File: src/rtl/rfphoenix_icvalid_sweep.sv
// I-cache valid-bit controller: per-way valid array, queued line/all invalidates, index sweep.
// Optional macro RFPHOENIX_ICVALID_FASTINV_EN: invalidate-all clears the whole array in one cycle.
module rfphoenix_icvalid_sweep #(
  parameter int LINES  = 128,
  parameter int WAYS   = 4,
  parameter int LOBIT  = 7,
  parameter int ABITS  = 32,
  parameter int QDEPTH = 4
) (
  input  logic                    clk,
  input  logic                    rst,
  input  logic [ABITS-1:0]        lkp_adr,
  output logic [WAYS-1:0]         vld_o,
  input  logic                    fill_wr,
  input  logic [$clog2(WAYS)-1:0] fill_way,
  input  logic [ABITS-1:0]        fill_adr,
  input  logic                    inv_req,
  input  logic                    inv_all,
  input  logic [ABITS-1:0]        inv_adr,
  output logic                    inv_rdy,
  output logic                    busy,
  output logic                    inv_done
);

  localparam int IW = $clog2(LINES);
  localparam int QW = $clog2(QDEPTH);
  localparam logic [QW:0]   QFULL = (QW+1)'(QDEPTH);
  localparam logic [IW-1:0] LAST  = IW'(LINES - 1);

  typedef enum logic {IDLE, SWEEP} state_t;

  state_t          state_q;
  logic [IW-1:0]   ptr_q;
  logic [QW:0]     cnt_q;
  logic [QW-1:0]   rd_q, wr_q;
  logic [IW:0]     q_mem [QDEPTH];
  logic [WAYS-1:0] valid_q [LINES];

  logic [IW-1:0] lkp_idx, fill_idx, inv_idx, head_idx, clr_idx;
  logic          head_all, push, pop;
  logic          clr_line, clr_every, enter_sweep, done_d;
  logic          unused_adr_bits;

  assign lkp_idx  = lkp_adr[LOBIT+IW-1:LOBIT];
  assign fill_idx = fill_adr[LOBIT+IW-1:LOBIT];
  assign inv_idx  = inv_adr[LOBIT+IW-1:LOBIT];
  assign unused_adr_bits = ^{lkp_adr, fill_adr, inv_adr};

  // Readiness comes from the count alone, so a full queue refuses a push even while popping.
  assign inv_rdy  = (cnt_q != QFULL);
  assign push     = inv_req && inv_rdy;
  assign pop      = (state_q == IDLE) && (cnt_q != '0);
  assign head_all = q_mem[rd_q][IW];
  assign head_idx = q_mem[rd_q][IW-1:0];
  assign busy     = (cnt_q != '0) || (state_q == SWEEP);

  always_comb begin
    clr_line    = 1'b0;
    clr_idx     = ptr_q;
    clr_every   = 1'b0;
    enter_sweep = 1'b0;
    done_d      = 1'b0;
    if (state_q == SWEEP) begin
      clr_line = 1'b1;
      done_d   = (ptr_q == LAST);
    end else if (pop) begin
      if (head_all) begin
`ifdef RFPHOENIX_ICVALID_FASTINV_EN
        clr_every = 1'b1;
        done_d    = 1'b1;
`else
        enter_sweep = 1'b1;
`endif
      end else begin
        clr_line = 1'b1;
        clr_idx  = head_idx;
      end
    end
  end

  // Queue payload carries no reset; only the pointers and count qualify it.
  always_ff @(posedge clk) begin
    if (push) q_mem[wr_q] <= {inv_all, inv_idx};
  end

  always_ff @(posedge clk or posedge rst) begin
    if (rst) begin
      state_q  <= IDLE;
      ptr_q    <= '0;
      cnt_q    <= '0;
      rd_q     <= '0;
      wr_q     <= '0;
      vld_o    <= '0;
      inv_done <= 1'b0;
    end else begin
      if (push) wr_q <= wr_q + QW'(1);
      if (pop)  rd_q <= rd_q + QW'(1);
      if (push && !pop)      cnt_q <= cnt_q + (QW+1)'(1);
      else if (pop && !push) cnt_q <= cnt_q - (QW+1)'(1);

      if (enter_sweep) begin
        state_q <= SWEEP;
        ptr_q   <= '0;
      end else if (state_q == SWEEP) begin
        ptr_q <= ptr_q + IW'(1);
        if (ptr_q == LAST) state_q <= IDLE;
      end

      inv_done <= done_d;
      if ((state_q == SWEEP) || enter_sweep) vld_o <= '0;
      else                                   vld_o <= valid_q[lkp_idx];
    end
  end

  // Clear first, then fill, so a same-index fill survives the clear.
  always_ff @(posedge clk or posedge rst) begin
    if (rst) begin
      for (int i = 0; i < LINES; i++) valid_q[i] <= '0;
    end else begin
      for (int i = 0; i < LINES; i++) begin
        if (clr_every || (clr_line && (clr_idx == IW'(i)))) valid_q[i] <= '0;
        if (fill_wr && (fill_idx == IW'(i)))                valid_q[i][fill_way] <= 1'b1;
      end
    end
  end

endmodule

File: config.mk
export PLATFORM = sky130hd
export DESIGN_NAME = rfphoenix_icvalid_sweep
export DESIGN_NICKNAME = d
export VERILOG_FILES = /design/src/rtl/rfphoenix_icvalid_sweep.sv
export SDC_FILE = /design/constraint.sdc
export NUM_CORES = 1
export LEC_CHECK = 0
export CAP_MARGIN = 20
export CORE_MARGIN = 2
export CORE_UTILIZATION = 50
export CTS_CLUSTER_SIZE = 20
export DETAILED_ROUTE_END_ITERATION = 8
export PLACE_DENSITY_LB_ADDON = 0.25
export SKIP_CTS_REPAIR_TIMING = 1
export SYNTH_ARGS = -nofsm -noshare
export SYNTH_HDL_FRONTEND = slang
export SYNTH_SLANG_ARGS = --single-unit
File: constraint.sdc
create_clock -name clk -period 28.5 [get_ports clk]
set_clock_uncertainty 0.1 [all_clocks]
set_input_delay 8.55 -clock clk [delete_from_list [all_inputs] [get_ports clk]]
set_output_delay 8.55 -clock clk [all_outputs]
set_load 0.1 [all_outputs]
==> metrics, run 1 <==
die area=53700 µm²; CP max FO=16; TritonRoute pass-1 iters=7; Peak VDD IR=0.0681 mV; Worst Setup End Kind=flop; Synth cell types=56; number of synthesized flops with an enable pin=32; largest net degree at the start of global routing=between 100 and 150; Die Span X=232 µm; fraction of layout cells with a size suffix above 1=0.115; WP depth=7; Hold Crit Depth=1; slowest stage cell, crit path=clkdlybuf4s50_1; YS warnings=0; Via Count=19195; GRT Total Usage=0.299; most common cell after layout, fill and taps aside=dfrtp_1; most used cell, CP=nand4_1; Worst Tran Pin Value=1.16 ns; Mean Syn Cell Area=roughly 12 µm²; initial antenna violation count=2; fin crit period=about 12 ns; RSZ-0062 raised after global routing=no; Clk pwr share=0.365; pwr dens=roughly 72 nW/µm²; Pint=1.45 mW; Mapped Cells=about 2100; H-tree depth=2; Vias/cell=6.80; Logic pwr share=0.185; async set-reset flop share out of synthesis=0.943; fmax=83.8 MHz; HPWL after DPL=approximately 50000 µm; FF-to-FF path depth=6; Worst EP arrival=between 10 and 15 ns; Psw=roughly 0.63 mW; vias in the first global route=around 19000; register area share after synthesis=0.550; total clock buffers created by CTS=56; period utilisation layout=0.419; drt wl/cell=roughly 28 µm; share of the synthesized area in the top cell type=0.513; CP Launch Type=input port; Worst Path Required=between 20 and 30 ns; Hold Path Class=flop to flop; clock buffer depth=3; final hold vios=0; CTS Sinks=about 560; Fin Setup TNS=0 ns; row cnt=83; worst path buffer plus inverter count=1; Port Buf Inserts=34; Worst-path clk slew=0.06 ns; worst hold slack=0.388 ns; Finish-stage setup viols=0; Synth area leader=dfrtp_1; Final GP Congestion=around 0.9; routed wire length=79000 µm; crit-path cells=clkdlybuf4s50_1, nor2b_1, a22oi_1, nand4_1, nand4_1, a211oi_1, o21ai_0; Lkg Pwr=between 10 and 15 nW; Initial Util=0.506; TritonCTS clock tree=yes; MaxCap Viol Count=0; number of synthesized register bits=~560; I/O pin count=110; grt ovf=0; root buf cell=clkbuf_16; Seq pwr share=0.450; area delta synth->final=11.0%; Die Y=232 µm; Setup Crit Path Kind=input port to flop; drt drc=0; first-pass GRT wire length=121000 µm; status=finished, final reports clean; synthesized cell area=26000 µm²; later-pin clock latency in the skew report=0.62 ns; drt initial violations=2203; Sw Ratio=0.302; total core area=approximately 51000 µm²; commonest non-fill, non-tap cells in the layout=dfrtp_1 (532), a22o_1 (284), o2bb2ai_1 (228); worst relative slew slack=0.223; slowest stage delay, CP=1.17 ns; Final ANT Viol Nets=0; Final nets=roughly 2200; syn nets=2218; Synth Flop Type=dfrtp_1; synth top area cells=dfrtp_1 (51%), a22o_1 (9.6%), o2bb2ai_1 (7.7%); Slew Limit Fails=0; Worst path top cell family by delay=simple AND/OR/NAND/NOR gates
## power groups by stage
stage	Sequential [mW]	Clock (mW)	Combinational (mW)
final	0.936	0.760	0.386
after global routing	0.945	0.802	0.410
after CTS	0.935	0.769	0.379
after detailed placement	0.948	0	0.378
after global placement	0.946	0	0.370
after floorplan	0.924	0	0.269
## metrics by stage
stage	std cells	power, mW	util	instance area, µm²	setup WS (ns)
6_report	2822	2.08	0.561	28800	16.57
5_1_grt	2820	2.16	0.561	28800	16.47
4_1_cts	2816	2.08	0.561	28800	16.70
3_5_place_dp	2714	1.33	0.524	26900	16.06
3_3_place_gp	2714	1.32	0.524	26900	16.04
2_1_floorplan	2108	1.19	-	26000	4.98
## state kept, by name, indices dropped and copies added (netlist names)
signal,flops
cnt_q,3
inv_done,1
ptr_q,7
q_mem,32
rd_q,2
state_q,1
valid_q,512
vld_o,4
wr_q,2
## worst reg2reg max path, stage by stage (launching register included)
cell and delay (ns):
dfrtp_1 0.71, mux4_2 0.63, or3_1 0.64, mux2_4 0.44
nor2_2 0.88, nand2_1 0.33, a22o_1 0.32
## layout make-up
cell class | instances | area [µm²]
Inverter | 6 | 30.0
Clock buffer | 80 | 1610
Antenna cell | 2 | 5.00
Sequential cell | 564 | 14300
Fill cell | 4269 | 22500
Tap cell | 680 | 851
Clock inverter | 22 | 258
Multi-Input combinational cell | 1396 | 11100
Timing Repair Buffer | 72 | 627
## cells in the mapped netlist, drive strengths merged (2+ instances only)
library cell and instances:
a211oi 8, nand3b 3, or2 5, o221ai 4
clkbuf 92, mux4 76, o21ai 12, a221o 4
xnor2 4, mux2i 125, nand2 224, or4 4
nor2b 30, mux2 11, nor3 14, or3b 2
edfxtp 32, a21o 2, nor2 129, nor4 3
nand4 13, nand3 40, ha 6, nand2b 21
a22o 284, a21oi 28, a22oi 41, a41oi 4
and3 9, nor3b 6, xor2 8, nor4b 2
a311oi 7, buf 50, o22ai 11, a2111oi 4
inv 6, o2bb2ai 228, dfrtp 532, and2 9
or3 7
## logic make-up after synthesis
group / share of synthesized area
mux: 0.119
fa+ha+maj: 0.00366
simple gates: 0.0928
flops: 0.550
compound gates: 0.207
buf+inv: 0.0231
xor+xnor: 0.00405
## final timing paths
check	slack (ns)	from	endpoint
worst max-delay path	16.57	lkp_adr[11]	vld_o[2]
worst max register to register	24.35	rd_q[0]	valid_q[416]
worst min-delay path	0.39	valid_q[158]	valid_q[158]
min in group asynchronous	8.41	rst	valid_q[254]
max in group asynchronous	17.53	rst	valid_q[131]
worst min register to register	0.39	valid_q[158]	valid_q[158]
## routing by layer
metal  track usage  part of all wire  vias to the layer above
li1              -                 -                     8113
met1         0.415              0.41                     9910
met2         0.458              0.45                      974
met3        0.0602             0.084                      198
met4         0.135             0.048                        0
met5             0                 0                        -
(Power assumes the default switching activity.)
==> run 2: changes to the inputs <==
clock period = 9.85 ns   (was 28.5 ns; I/O delays follow)
==> run 2 against run 1 <==
Against the previous run: routed wire length fell by 0.28%; global-route usage is 0.17 points lower; worst hold slack worse by 0.0045 ns; die area is the same.
==> metrics, run 2 (synthesis results as in run 1) <==
CTS Sinks=564 (unchanged); final hold vios=0 (unchanged); Peak VDD IR=0.136 mV (+100%); Initial Util=0.506 (unchanged); fraction of layout cells with a size suffix above 1=0.119 (+0.00376); Worst EP arrival=6.30 ns (-5.96 ns); drt wl/cell=27.9 µm (-0.50%); fin worst setup slack=3.88 ns (-12.69 ns); most used cell, CP=buf_4; slowest stage cell, crit path=buf_4; Hold Path Class=flop to flop; commonest non-fill, non-tap cells in the layout=dfrtp_1 (532), a22o_1 (284), o2bb2ai_1 (228); Worst path top cell family by delay=compound AO/OA/AOI/OAI gates; Port Buf Inserts=34 (unchanged); Worst-path clk slew=0.06 ns (about the same); Top Registers=valid_q x512, q_mem x32, ptr_q x7; area delta synth->final=11.7%; Worst Tran Pin Value=1.17 ns (+0.0129 ns); Die Span X=232 µm (unchanged); RSZ-0062 raised after global routing=no; Setup Crit Path Kind=input port to flop; status=finished, final reports clean; largest net degree at the start of global routing=181 (+29%); most common cell after layout, fill and taps aside=dfrtp_1; Slew Limit Fails=0 (unchanged); worst relative slew slack=0.215 (-0.00860); root buf cell=clkbuf_16; pwr dens=213 nW/µm² (+190%); TritonRoute pass-1 iters=6 (-1); Vias/cell=6.83 (+0.41%); worst path buffer plus inverter count=2 (+1); GRT Total Usage=0.297 (-0.00169); MaxCap Viol Count=0 (unchanged); crit-path cells=buf_4, buf_4, mux4_2, a22oi_1, a21oi_1, a211oi_1, o21ai_0; later-pin clock latency in the skew report=0.63 ns (about the same); Final nets=2209 (+0.14%); Worst Setup End Kind=flop; max reg flops=512 (unchanged); Final GP Congestion=0.908 (+0.81%); Finish-stage setup viols=0 (unchanged); die area=53700 µm² (unchanged); row cnt=83 (unchanged); Inst Count DP=2714 (unchanged); fin crit period=~6.0 ns; vias in the first global route=19553 (+0.64%); slowest stage delay, CP=0.75 ns (-0.42 ns); Worst Path Required=10.18 ns (-18.65 ns); Final ANT Viol Nets=0 (unchanged); I/O pin count=110 (unchanged); fmax=~170 MHz; CP max FO=50 (+34); period utilisation layout=0.606; H-tree depth=2 (unchanged); HPWL after DPL=50200 µm (+0.29%); clock buffer depth=3 (unchanged); drt drc=0 (unchanged); total clock buffers created by CTS=58 (+3.6%); CP Launch Type=input port; initial antenna violation count=1 (-1); total core area=51300 µm² (unchanged); TritonCTS clock tree=yes; Largest Register=valid_q; Lkg Pwr=12.4 nW (+0.82%); Die Y=232 µm (unchanged); first-pass GRT wire length=121000 µm (-0.39%); post-route non-filler standard cell count=2828 (+0.21%); Place WS=3.36 ns (-12.70 ns); drt initial violations=1930 (-12%); antenna fix cells=0 (-2); Via Count=19315 (+0.63%); grt ovf=0 (unchanged); routed wire length=78800 µm (-0.28%)
run 2: worst register-to-register path: stages (launching register included):
cell and delay (ns):
dfrtp_1 0.71, mux4_2 0.64, or3_1 0.64, mux2_4 0.43, nor2_2 0.86, nand2_1 0.31, a22o_1 0.32
run 2: layout make-up:
type                       instances  area [µm²]
clock inverter                    25         337
clock buffer                      84        1720
timing repair buffer              73         659
multi-input combinational       1396       11100
tap                              680         851
inverter                           6        26.3
sequential                       564       14300
fill                            4211       22300
run 2: routing by layer:
metal	routed length (µm)	track usage	part of all wire
met1	31800	0.403	0.40
met4	4000	0.144	0.051
met2	35900	0.458	0.46
met5	11	0	0.00014
met3	7040	0.0627	0.089
run 2: where the power goes:
| part | leakage [nW] | switching [mW] | internal, mW |
|---|---|---|---|
| sequential | 7.61 | 0.159 | 2.54 |
| clock | 1.01 | 0.933 | 1.42 |
| combinational | 3.73 | 0.728 | 0.400 |
run 2: stage by stage:
stage	util	instance area (µm²)	TNS (ns)	hold slack (ns)	power, mW
global placement	0.524	26900	0	0.366	3.81
floorplan	-	26000	-232.53	0.348	3.45
detailed placement	0.525	26900	0	0.369	3.84
finish	0.565	29000	0	0.383	6.18
CTS	0.565	29000	0	0.382	6.18
global route	0.565	29000	0	0.395	6.39
run 2: path summary, 6_finish.rpt:
check	startpoint	endpoint	slack (ns)	cells past startpoint
worst max register to register	rd_q[0]	valid_q[424]	5.72	6
worst min register to register	valid_q[284]	valid_q[284]	0.38	1
worst max-delay path	lkp_adr[7]	vld_o[3]	3.88	7
max in group asynchronous	rst	valid_q[198]	5.36	4
worst min-delay path	valid_q[284]	valid_q[284]	0.38	1
min in group asynchronous	rst	valid_q[248]	2.77	3
